`src/rtl/mmio_controller_if.sv`:
```
// Data-memory side bus of the MMIO block: request fields in,
// registered read data and misalignment flag out.
interface mmio_controller_if;
  logic        sel;
  logic [31:0] address;
  logic        wren;
  logic [1:0]  mem_mode;
  logic        mem_unsigned;
  logic [31:0] data;
  logic [31:0] q;
  logic        misaligned;

  modport master (
    output sel,
    output address,
    output wren,
    output mem_mode,
    output mem_unsigned,
    output data,
    input  q,
    input  misaligned
  );

  modport slave (
    input  sel,
    input  address,
    input  wren,
    input  mem_mode,
    input  mem_unsigned,
    input  data,
    output q,
    output misaligned
  );
endinterface

```
`src/rtl/mmio_controller.sv`:
```
// Memory-mapped GPIO block: output registers, synchronised inputs
// with edge capture, write-1-to-clear pending bits and a level irq.
module mmio_controller #(
  parameter int NUM_OUT = 2,
  parameter int NUM_IN  = 14
) (
  input  logic                  clock,
  input  logic                  reset,
  mmio_controller_if.slave      bus,
  input  logic [NUM_IN-1:0]     io_input_bus,
  output logic [32*NUM_OUT-1:0] io_output_bus,
  output logic                  irq
);

  localparam logic [1:0] MODE_BYTE = 2'd0;
  localparam logic [1:0] MODE_HALF = 2'd1;

  localparam logic [4:0] IDX_LEVEL = 5'd16;
  localparam logic [4:0] IDX_PEND  = 5'd17;
  localparam logic [4:0] IDX_EN    = 5'd18;
  localparam logic [4:0] IDX_FALL  = 5'd19;

  typedef logic [NUM_IN-1:0] in_t;

  function automatic logic [31:0] widen(input in_t v);
    logic [31:0] w;
    w = '0;
    w[NUM_IN-1:0] = v;
    return w;
  endfunction

  logic [4:0]  idx;
  logic [1:0]  off;
  logic        is_byte;
  logic        is_half;
  logic [3:0]  be;
  logic        aligned;
  logic        hit_out;
  logic        hit_level;
  logic        hit_pend;
  logic        hit_en;
  logic        hit_fall;
  logic        mapped;
  logic        bad;
  logic        do_write;
  logic [31:0] wmask;
  logic [31:0] wdata;
  logic [31:0] wbits;
  logic [31:0] rd_word;
  logic        unused_addr;

  logic [31:0] out_reg [NUM_OUT];
  in_t         sync1;
  in_t         level;
  in_t         prev;
  in_t         pend;
  in_t         irq_en;
  in_t         fall_sel;
  in_t         edges;
  in_t         clr;
  in_t         en_nxt;
  in_t         fall_nxt;
  logic [31:0] en_m;
  logic [31:0] fall_m;

  logic        rd_live;
  logic        bad_r;
  logic        uns_r;
  logic [1:0]  off_r;
  logic [1:0]  mode_r;
  logic [31:0] word_r;
  logic [31:0] shifted;

  assign idx         = bus.address[6:2];
  assign off         = bus.address[1:0];
  assign unused_addr = ^bus.address[31:7];
  assign is_byte     = bus.mem_mode == MODE_BYTE;
  assign is_half     = bus.mem_mode == MODE_HALF;

  // Mode 3 is not a defined access size; it decodes as a word.
  always_comb begin
    be      = 4'b1111;
    aligned = 1'b1;
    unique case (1'b1)
      is_byte: be = 4'b0001 << off;
      is_half: begin
        be      = 4'b0011 << off;
        aligned = ~off[0];
      end
      default: aligned = off == 2'd0;
    endcase
  end

  assign wmask = {{8{be[3]}}, {8{be[2]}},
                  {8{be[1]}}, {8{be[0]}}};
  assign wdata = bus.data << {off, 3'b000};
  assign wbits = wdata & wmask;

  assign hit_out   = idx < 5'(NUM_OUT);
  assign hit_level = idx == IDX_LEVEL;
  assign hit_pend  = idx == IDX_PEND;
  assign hit_en    = idx == IDX_EN;
  assign hit_fall  = idx == IDX_FALL;
  assign mapped    = hit_out | hit_level | hit_pend
                   | hit_en | hit_fall;

  assign bad      = bus.sel & mapped & ~aligned;
  assign do_write = bus.sel & bus.wren & aligned;

  assign edges = (fall_sel & ~level & prev)
               | (~fall_sel & level & ~prev);

  assign en_m   = (widen(irq_en) & ~wmask) | wbits;
  assign fall_m = (widen(fall_sel) & ~wmask) | wbits;

  always_comb begin
    en_nxt   = irq_en;
    fall_nxt = fall_sel;
    clr      = '0;
    if (do_write & hit_en) en_nxt = en_m[NUM_IN-1:0];
    if (do_write & hit_fall) fall_nxt = fall_m[NUM_IN-1:0];
    if (do_write & hit_pend) clr = wbits[NUM_IN-1:0];
  end

  always_comb begin
    rd_word = '0;
    for (int k = 0; k < NUM_OUT; k++) begin
      if (idx == 5'(k)) rd_word = out_reg[k];
    end
    unique case (1'b1)
      hit_level: rd_word = widen(level);
      hit_pend:  rd_word = widen(pend);
      hit_en:    rd_word = widen(irq_en);
      hit_fall:  rd_word = widen(fall_sel);
      default:   ;
    endcase
  end

  always_ff @(posedge clock) begin
    if (reset) begin
      for (int k = 0; k < NUM_OUT; k++) out_reg[k] <= '0;
      sync1    <= '0;
      level    <= '0;
      prev     <= '0;
      pend     <= '0;
      irq_en   <= '0;
      fall_sel <= '0;
    end else begin
      sync1    <= io_input_bus;
      level    <= sync1;
      prev     <= level;
      // A fresh edge overrides a same-cycle clear.
      pend     <= (pend & ~clr) | edges;
      irq_en   <= en_nxt;
      fall_sel <= fall_nxt;
      for (int k = 0; k < NUM_OUT; k++) begin
        if (do_write && idx == 5'(k)) begin
          out_reg[k] <= (out_reg[k] & ~wmask) | wbits;
        end
      end
    end
  end

  always_ff @(posedge clock) begin
    if (reset) begin
      rd_live <= 1'b0;
      bad_r   <= 1'b0;
      uns_r   <= 1'b0;
      off_r   <= '0;
      mode_r  <= '0;
      word_r  <= '0;
    end else begin
      rd_live <= bus.sel & aligned;
      bad_r   <= bad;
      uns_r   <= bus.mem_unsigned;
      off_r   <= off;
      mode_r  <= bus.mem_mode;
      word_r  <= rd_word;
    end
  end

  assign shifted = word_r >> {off_r, 3'b000};

  always_comb begin
    bus.q = '0;
    if (rd_live) begin
      unique case (1'b1)
        mode_r == MODE_BYTE:
          bus.q = {{24{~uns_r & shifted[7]}}, shifted[7:0]};
        mode_r == MODE_HALF:
          bus.q = {{16{~uns_r & shifted[15]}}, shifted[15:0]};
        default:
          bus.q = shifted;
      endcase
    end
  end

  assign bus.misaligned = bad_r;
  assign irq            = |(pend & irq_en);

  for (genvar k = 0; k < NUM_OUT; k++) begin : g_out
    assign io_output_bus[32*k +: 32] = out_reg[k];
  end

endmodule

```
`src/flat_wrapper.sv`:
```
// flat-port wrapper written by rule: the top's interface ports become plain ports
module mmio_controller_flat 
#(
  parameter int NUM_OUT = 2,
  parameter int NUM_IN  = 14
)
  (clock, reset, io_input_bus, io_output_bus, irq, bus_sel, bus_address, bus_wren, bus_mem_mode, bus_mem_unsigned, bus_data, bus_q, bus_misaligned);
  mmio_controller_if bus_i ();
  input  logic clock;
  input  logic reset;
  input  logic [NUM_IN-1:0] io_input_bus;
  output logic [32*NUM_OUT-1:0] io_output_bus;
  output logic irq;
  input wire logic [$bits(bus_i.sel)-1:0] bus_sel;
  input wire logic [$bits(bus_i.address)-1:0] bus_address;
  input wire logic [$bits(bus_i.wren)-1:0] bus_wren;
  input wire logic [$bits(bus_i.mem_mode)-1:0] bus_mem_mode;
  input wire logic [$bits(bus_i.mem_unsigned)-1:0] bus_mem_unsigned;
  input wire logic [$bits(bus_i.data)-1:0] bus_data;
  output wire logic [$bits(bus_i.q)-1:0] bus_q;
  output wire logic [$bits(bus_i.misaligned)-1:0] bus_misaligned;
  assign bus_i.sel = bus_sel;
  assign bus_i.address = bus_address;
  assign bus_i.wren = bus_wren;
  assign bus_i.mem_mode = bus_mem_mode;
  assign bus_i.mem_unsigned = bus_mem_unsigned;
  assign bus_i.data = bus_data;
  assign bus_q = bus_i.q;
  assign bus_misaligned = bus_i.misaligned;
  mmio_controller #(.NUM_OUT(NUM_OUT), .NUM_IN(NUM_IN)) u_core (.clock(clock), .reset(reset), .bus(bus_i), .io_input_bus(io_input_bus), .io_output_bus(io_output_bus), .irq(irq));
endmodule
```
`config.mk`:
```
export PLATFORM = sky130hd
export DESIGN_NAME = mmio_controller_flat
export DESIGN_NICKNAME = d
export VERILOG_FILES = /design/src/rtl/mmio_controller_if.sv /design/src/rtl/mmio_controller.sv /design/src/flat_wrapper.sv
export SDC_FILE = /design/constraint.sdc
export NUM_CORES = 1
export LEC_CHECK = 0
export CAP_MARGIN = 20
export CORE_AREA = 2 2 100 199
export DETAILED_ROUTE_END_ITERATION = 7
export DIE_AREA = 0 0 102 201
export PLACE_DENSITY = 0.84
export SLEW_MARGIN = 10
export SYNTH_ARGS = -nofsm -noshare
export SYNTH_HDL_FRONTEND = slang
export SYNTH_SLANG_ARGS = --single-unit
```
`constraint.sdc`:
```
create_clock -name clock -period 2.1 [get_ports clock]
set_input_delay 0.42 -clock clock [delete_from_list [all_inputs] [get_ports clock]]
set_output_delay 0.42 -clock clock [all_outputs]
set_load 0.02 [all_outputs]
```
==> results of run 1 <==
==> routing by layer <==
layer | GRT usage (%) | vias to the layer above | part of all wire, %
met4 | 14.0 | 0 | 5.2
met5 | 0 | - | 0
met3 | 4.04 | 87 | 8.3
met1 | 33.5 | 3817 | 36
met2 | 45.7 | 476 | 50
li1 | - | 3624 | -
==> path summary, 6_finish.rpt <==
| check | cells after the start | end | startpoint |
|---|---|---|---|
| min | 1 | u_core.level[9] | u_core.sync1[9] |
| max reg2reg | 5 | u_core.word_r[7] | register |
| max | 5 | bus_q[17] | u_core.off_r[0] |
| min reg2reg | 1 | u_core.level[9] | u_core.sync1[9] |
==> final cells by class <==
class	instances	share of cell area, %
Multi-Input combinational cell	609	34.6
Sequential cell	187	36.2
Tap cell	259	2.67
Clock inverter	13	1.03
Clock buffer	19	3.57
Inverter	5	0.155
Timing Repair Buffer	283	21.7
==> worst max-delay path, stage by stage, from the launching register on <==
cell and delay [ns]:
dfxtp_4 0.39, mux2_4 0.32, mux4_2 0.55, nand3_4 0.16, o21ai_1 0.09, buf_4 0.16
==> metrics by stage <==
stage               TNS (ns)  worst slack [ns]  power [mW]  instances
floorplan             -0.640           -0.0722        4.45        858
global placement      -49.82            -0.446        4.95       1323
detailed placement    -59.14            -0.569        4.98       1323
CTS                    -9.61            -0.419        8.03       1365
global route          -12.04            -0.474        8.27       1375
finish                -10.17            -0.422        8.02       1375
==> cells in the final DEF (no fill, tap or decap), drive strengths merged, types with 2 or more instances in the layout <==
cell,Yosys,layout
nor3,5,5
a22oi,12,12
dfxtp,123,123
a32o,18,18
o211ai,12,12
o2bb2ai,3,3
and4b,2,2
edfxtp,64,64
o21a,17,17
a31o,5,5
nor2b,52,52
mux2,26,26
or2,4,4
a21oi,91,91
mux2i,50,50
clkinv,0,3
nand2,115,115
or3,4,4
and2,8,8
nor2,77,77
nand3,8,9
a221oi,5,5
a21boi,8,8
or4,3,3
buf,26,161
inv,5,14
or3b,3,3
o21ai,34,34
a222oi,11,11
clkdlybuf4s50,0,122
mux4,12,12
clkbuf,32,19
nand2b,3,3
o211a,8,8
==> logic make-up (layout without fill, tap and decap cells) <==
family                 count (synthesis)  count (layout)  share of synthesized area (%)
AO/OA/AOI/OAI                        229             229                           17.8
AND/OR/NAND/NOR                      291             292                           15.8
flip-flops                           187             187                           50.8
multiplexers                          88              88                           12.3
buffers and inverters                 63             320                           3.19
==> report_power, final <==
group / internal (mW) / total, mW / switching [mW]
Combinational: 0.497 / 1.04 / 0.538
Clock: 1.57 / 3.05 / 1.48
Sequential: 3.84 / 3.94 / 0.0945
Total: 5.91 / 8.02 / 2.12
==> timing repair <==
action	in CTS	in global routing
gates resized for setup	240	22
cloned	1	0
endpoints found under the setup margin	33	53
buffers inserted	9	10
pin swaps	3	8
==> impl_metrics.py, run 1 <==
metrics = {
    "yosys": {
        "ys_ff_latch": 187,
        "synthFlopType": "dfxtp_1",
        "synth_cell_types": 50,
        "yosysTopAreaCell": "dfxtp_1",
        "synth_top_area_share_pct": 28.5,
        "async_flop_share_pct": 0,
        "synth_fp_nets": 943,
        "synth_area_um2": 8630,
        "synthTopCellsByArea": "dfxtp_1, edfxtp_1, mux2i_1",
        "synth_most_common_cell": "dfxtp_1",
        "yosysWarnings": 0,
        "synth_edf_count": 64,
        "synth_commonest_cells": "dfxtp_1, nand2_1, a21oi_1, nor2_1, edfxtp_1",
        "postSynthAreaPerCell_um2": 10.1,
        "synthCells": 858,
        "seq_area_frac_synth_pct": 50.8,
    },
    "finish": {
        "final_core_util_pct": 63.5,
        "design_area_um2": 12100,
        "drive_gt1_share_pct": 25.4,
        "n_antenna_cell": 0,
        "seq_area_um2": 4390,
        "nNetsFinal": 1188,
        "multi_input_area_um2": 4210,
        "fill_cells": 1536,
        "synthToLayoutAreaGrowth_pct": 40.6,
    },
    "die": {
        "die_width_um": 102,
        "start_util_pct": 45.2,
        "core_area_um2": 19100,
        "rows": 72,
        "die-area_um2": 20500,
        "die_h_um": 201,
        "io_pins": 183,
    },
    "detailed_routing": {
        "first_pass_iters": 7,
        "wl_um": 27800,
        "vias": 8004,
        "postRouteAntennaNets": 0,
        "vias_per_cell": 5.82,
        "drt_iter0_drc": 765,
        "drc": 0,
        "routedWlPerCell_um": 20.2,
    },
    "run_status": {
        "violations": "setup timing",
        "status": "complete, but fails checks",
    },
    "flow_run": {
        "max-cap-violations": 0,
    },
    "clock_network": {
        "cts.sinks": 187,
        "cts_tree": "done",
        "cts.clk_slew.worst_paths_ns": 0.08,
        "htreeDepth": 4,
        "cts_root_buf": "clkbuf_16",
        "cts_buffers": 17,
        "clkLatencyLatePin_ns": 0.44,
        "cts_hold_buf": 0,
        "ctsLongestPathBuffers": 2,
    },
    "critical_path": {
        "rrSetupSlack_ns": 0.42,
        "path_max_fanout": 8,
        "worstPathArrival_ns": 2.10,
        "startpoint_type": "register",
        "crit_path_end_kind": "output pin",
        "path_class": "register to output pin",
        "crit_required_ns": 1.68,
    },
    "pwr": {
        "powerDensity_nw_per_um2": 661,
        "power_leakage_nw": 4.76,
        "ir_worst_vdd_mv": 0.466,
    },
    "timing": {
        "clock.fmax_ghz": 0.396,
        "timing.final.ws_setup_ns": -0.422,
        "slew_violations": 0,
        "finalSetupViolCount": 33,
        "hold_slack_ns": 0.438,
        "hold_viol": 0,
        "worst_slew_pin_slew_ns": 0.548,
        "rsz0062_at_grt": "yes",
        "relSlewSlack_pct": 63.2,
        "final.min_clock_period_ns": 2.52,
        "fin_crit_sh_pct": 120,
        "skew_ns": 0.0131,
    },
    "grt": {
        "grt_pass1_wl_um": 42800,
        "grtUsageTotal_pct": 27.3,
        "grt_pass1_vias": 7998,
        "antenna_found_initial": 0,
        "grt_max_degree": 84,
        "grt_overflow": 0,
    },
    "placement": {
        "port-buffer-count": 157,
        "gp_congestion": 0.910,
        "dp_hpwl_um": 20500,
        "placed_area_um2": 11200,
    },
    "worst_hold_path": {
        "hp-class": "register to register",
    },
}
No activity file was read; power rests on OpenSTA's default activity.
==> run 2, diff against run 1 <==
--- a/config.mk
+++ b/config.mk
@@ -7,6 +7,7 @@
 export LEC_CHECK = 0
 export CAP_MARGIN = 20
 export CORE_AREA = 2 2 100 199
+export CTS_BUF_LIST = sky130_fd_sc_hd__clkbuf_16
 export DETAILED_ROUTE_END_ITERATION = 7
 export DIE_AREA = 0 0 102 201
 export PLACE_DENSITY = 0.84
==> run 2 against run 1 <==
  * The run still ends with setup timing left
  * Sequential cell count did not move
  * Die area stayed put
  * Maximum frequency is essentially flat
  * Combinational power barely moved
  * Critical path depth is the same
  * Worst setup slack lost 0.0020 ns
  * Clock power hardly changed
  * First-iteration DRC count fell by 2.1%
  * Core utilization unchanged
==> impl_metrics.py, run 2 (same netlist as run 1, synthesis figures left out) <==
metrics = {
    "die": {
        "die_width_um": 102,
        "io_pins": 183,
        "rows": 72,
        "core_area_um2": 19100,
        "die_h_um": 201,
        "start_util_pct": 45.2,
        "die-area_um2": 20500,
    },
    "finish": {
        "design_area_um2": 12100,
        "final_cell_mix": "clkdlybuf4s50_1, buf_4, dfxtp_1, nand2_1, a21oi_1",
        "final_common_cell": "clkdlybuf4s50_1",
        "final_core_util_pct": 63.5,
        "nNetsFinal": 1188,
        "drive_gt1_share_pct": 25.4,
        "fill_cells": 1536,
        "n_antenna_cell": 0,
        "synthToLayoutAreaGrowth_pct": 40.6,
        "multi_input_area_um2": 4210,
        "seq_area_um2": 4390,
    },
    "grt": {
        "grt_overflow": 0,
        "grt_max_degree": 84,
        "grtUsageTotal_pct": 27.3,
        "grt_pass1_wl_um": 42800,
        "grt_pass1_vias": 7998,
        "antenna_found_initial": 0,
    },
    "critical_path": {
        "slowest_stage": "mux4_2",
        "startpoint_type": "register",
        "worstPathArrival_ns": 2.10,
        "crit_required_ns": 1.68,
        "path_class": "register to output pin",
        "path_max_fanout": 8,
        "crit_chain": "mux2_4, mux4_2, nand3_4, o21ai_1, buf_2",
        "max_stage_delay_ns": 0.55,
        "crit_path_end_kind": "output pin",
    },
    "detailed_routing": {
        "drc": 0,
        "first_pass_iters": 6,
        "wl_um": 27900,
        "routedWlPerCell_um": 20.3,
        "vias": 7996,
        "postRouteAntennaNets": 0,
        "vias_per_cell": 5.82,
        "drt_iter0_drc": 749,
    },
    "timing": {
        "worst_slew_pin_slew_ns": 0.557,
        "clock.fmax_ghz": 0.396,
        "hold_viol": 0,
        "hold_slack_ns": 0.438,
        "setup_tns_ns": -10.17,
        "rsz0062_at_grt": "yes",
        "final.min_clock_period_ns": 2.52,
        "relSlewSlack_pct": 62.6,
        "skew_ns": 0.0118,
        "fin_crit_sh_pct": 120,
        "timing.final.ws_setup_ns": -0.424,
        "slew_violations": 0,
        "finalSetupViolCount": 33,
    },
    "clock_network": {
        "ctsLongestPathBuffers": 2,
        "cts.sinks": 187,
        "cts_root_buf": "clkbuf_16",
        "cts_buffers": 17,
        "cts_tree": "done",
        "clkLatencyLatePin_ns": 0.44,
        "htreeDepth": 4,
        "cts.clk_slew.worst_paths_ns": 0.08,
    },
    "worst_hold_path": {
        "hp-class": "register to register",
    },
    "run_status": {
        "violations": "setup timing",
        "status": "complete, but fails checks",
    },
    "pwr": {
        "powerDensity_nw_per_um2": 661,
        "ir_worst_vdd_mv": 0.469,
        "power_leakage_nw": 4.77,
    },
    "placement": {
        "pre_cts_slack_ns": -0.569,
        "port-buffer-count": 157,
        "dp_hpwl_um": 20500,
        "gp_congestion": 0.910,
        "placed_area_um2": 11200,
    },
    "flow_run": {
        "max-cap-violations": 0,
    },
}
==> run 2: final cells by class <==
class	instances	area share (%)
multi-input cells	609	34.6
well taps	259	2.67
clock buffers	17	3.51
inverters	5	0.155
repair buffers	283	21.7
clock inverters	15	1.09
flip-flops and latches	187	36.2
==> run 2: through the flow <==
step | total power, mW | std cells
2_1_floorplan | 4.45 | 858
3_3_place_gp | 4.95 | 1323
3_5_place_dp | 4.98 | 1323
4_1_cts | 8.02 | 1365
5_1_grt | 8.26 | 1375
6_report | 8.02 | 1375
==> run 2: repair_timing <==
item                                    CTS  global route
resized for setup                       240            22
cloned                                    1             0
pin swaps                                 3             8
endpoints found under the setup margin   33            53
hold buffers                              0             0
endpoints found under the hold margin     0             0
buffers inserted                          9            10
==> run 2: path summary, 6_finish.rpt <==
kind	from	slack (ns)	depth (start not counted)	to
setup / recovery	u_core.off_r[0]	-0.42	5	bus_q[19]
hold / removal	u_core.sync1[9]	0.44	1	u_core.level[9]
setup reg to reg	register	0.41	5	u_core.word_r[7]
hold reg to reg	u_core.sync1[9]	0.44	1	u_core.level[9]
==> run 2: worst max-delay path: cells and delay by family (launching register included) <==
kind | cells | cell delay (ns)
flip-flops | 1 | 0.39
AO/OA/AOI/OAI | 1 | 0.09
buffers and inverters | 1 | 0.16
multiplexers | 2 | 0.87
AND/OR/NAND/NOR | 1 | 0.16
==> run 2: power breakdown <==
part / switching, mW / internal, mW / leakage [nW]
clock network: 1.49 / 1.56 / 0.279
registers: 0.0939 / 3.84 / 1.67
logic: 0.540 / 0.497 / 2.82
==> run 2: metal layers <==
metal	vias up	part of all wire, %	GRT usage, %
met5	-	0	0
met4	0	5.1	14.0
met3	88	8.5	4.04
met2	480	50	45.7
met1	3806	36	33.5
li1	3622	-	-
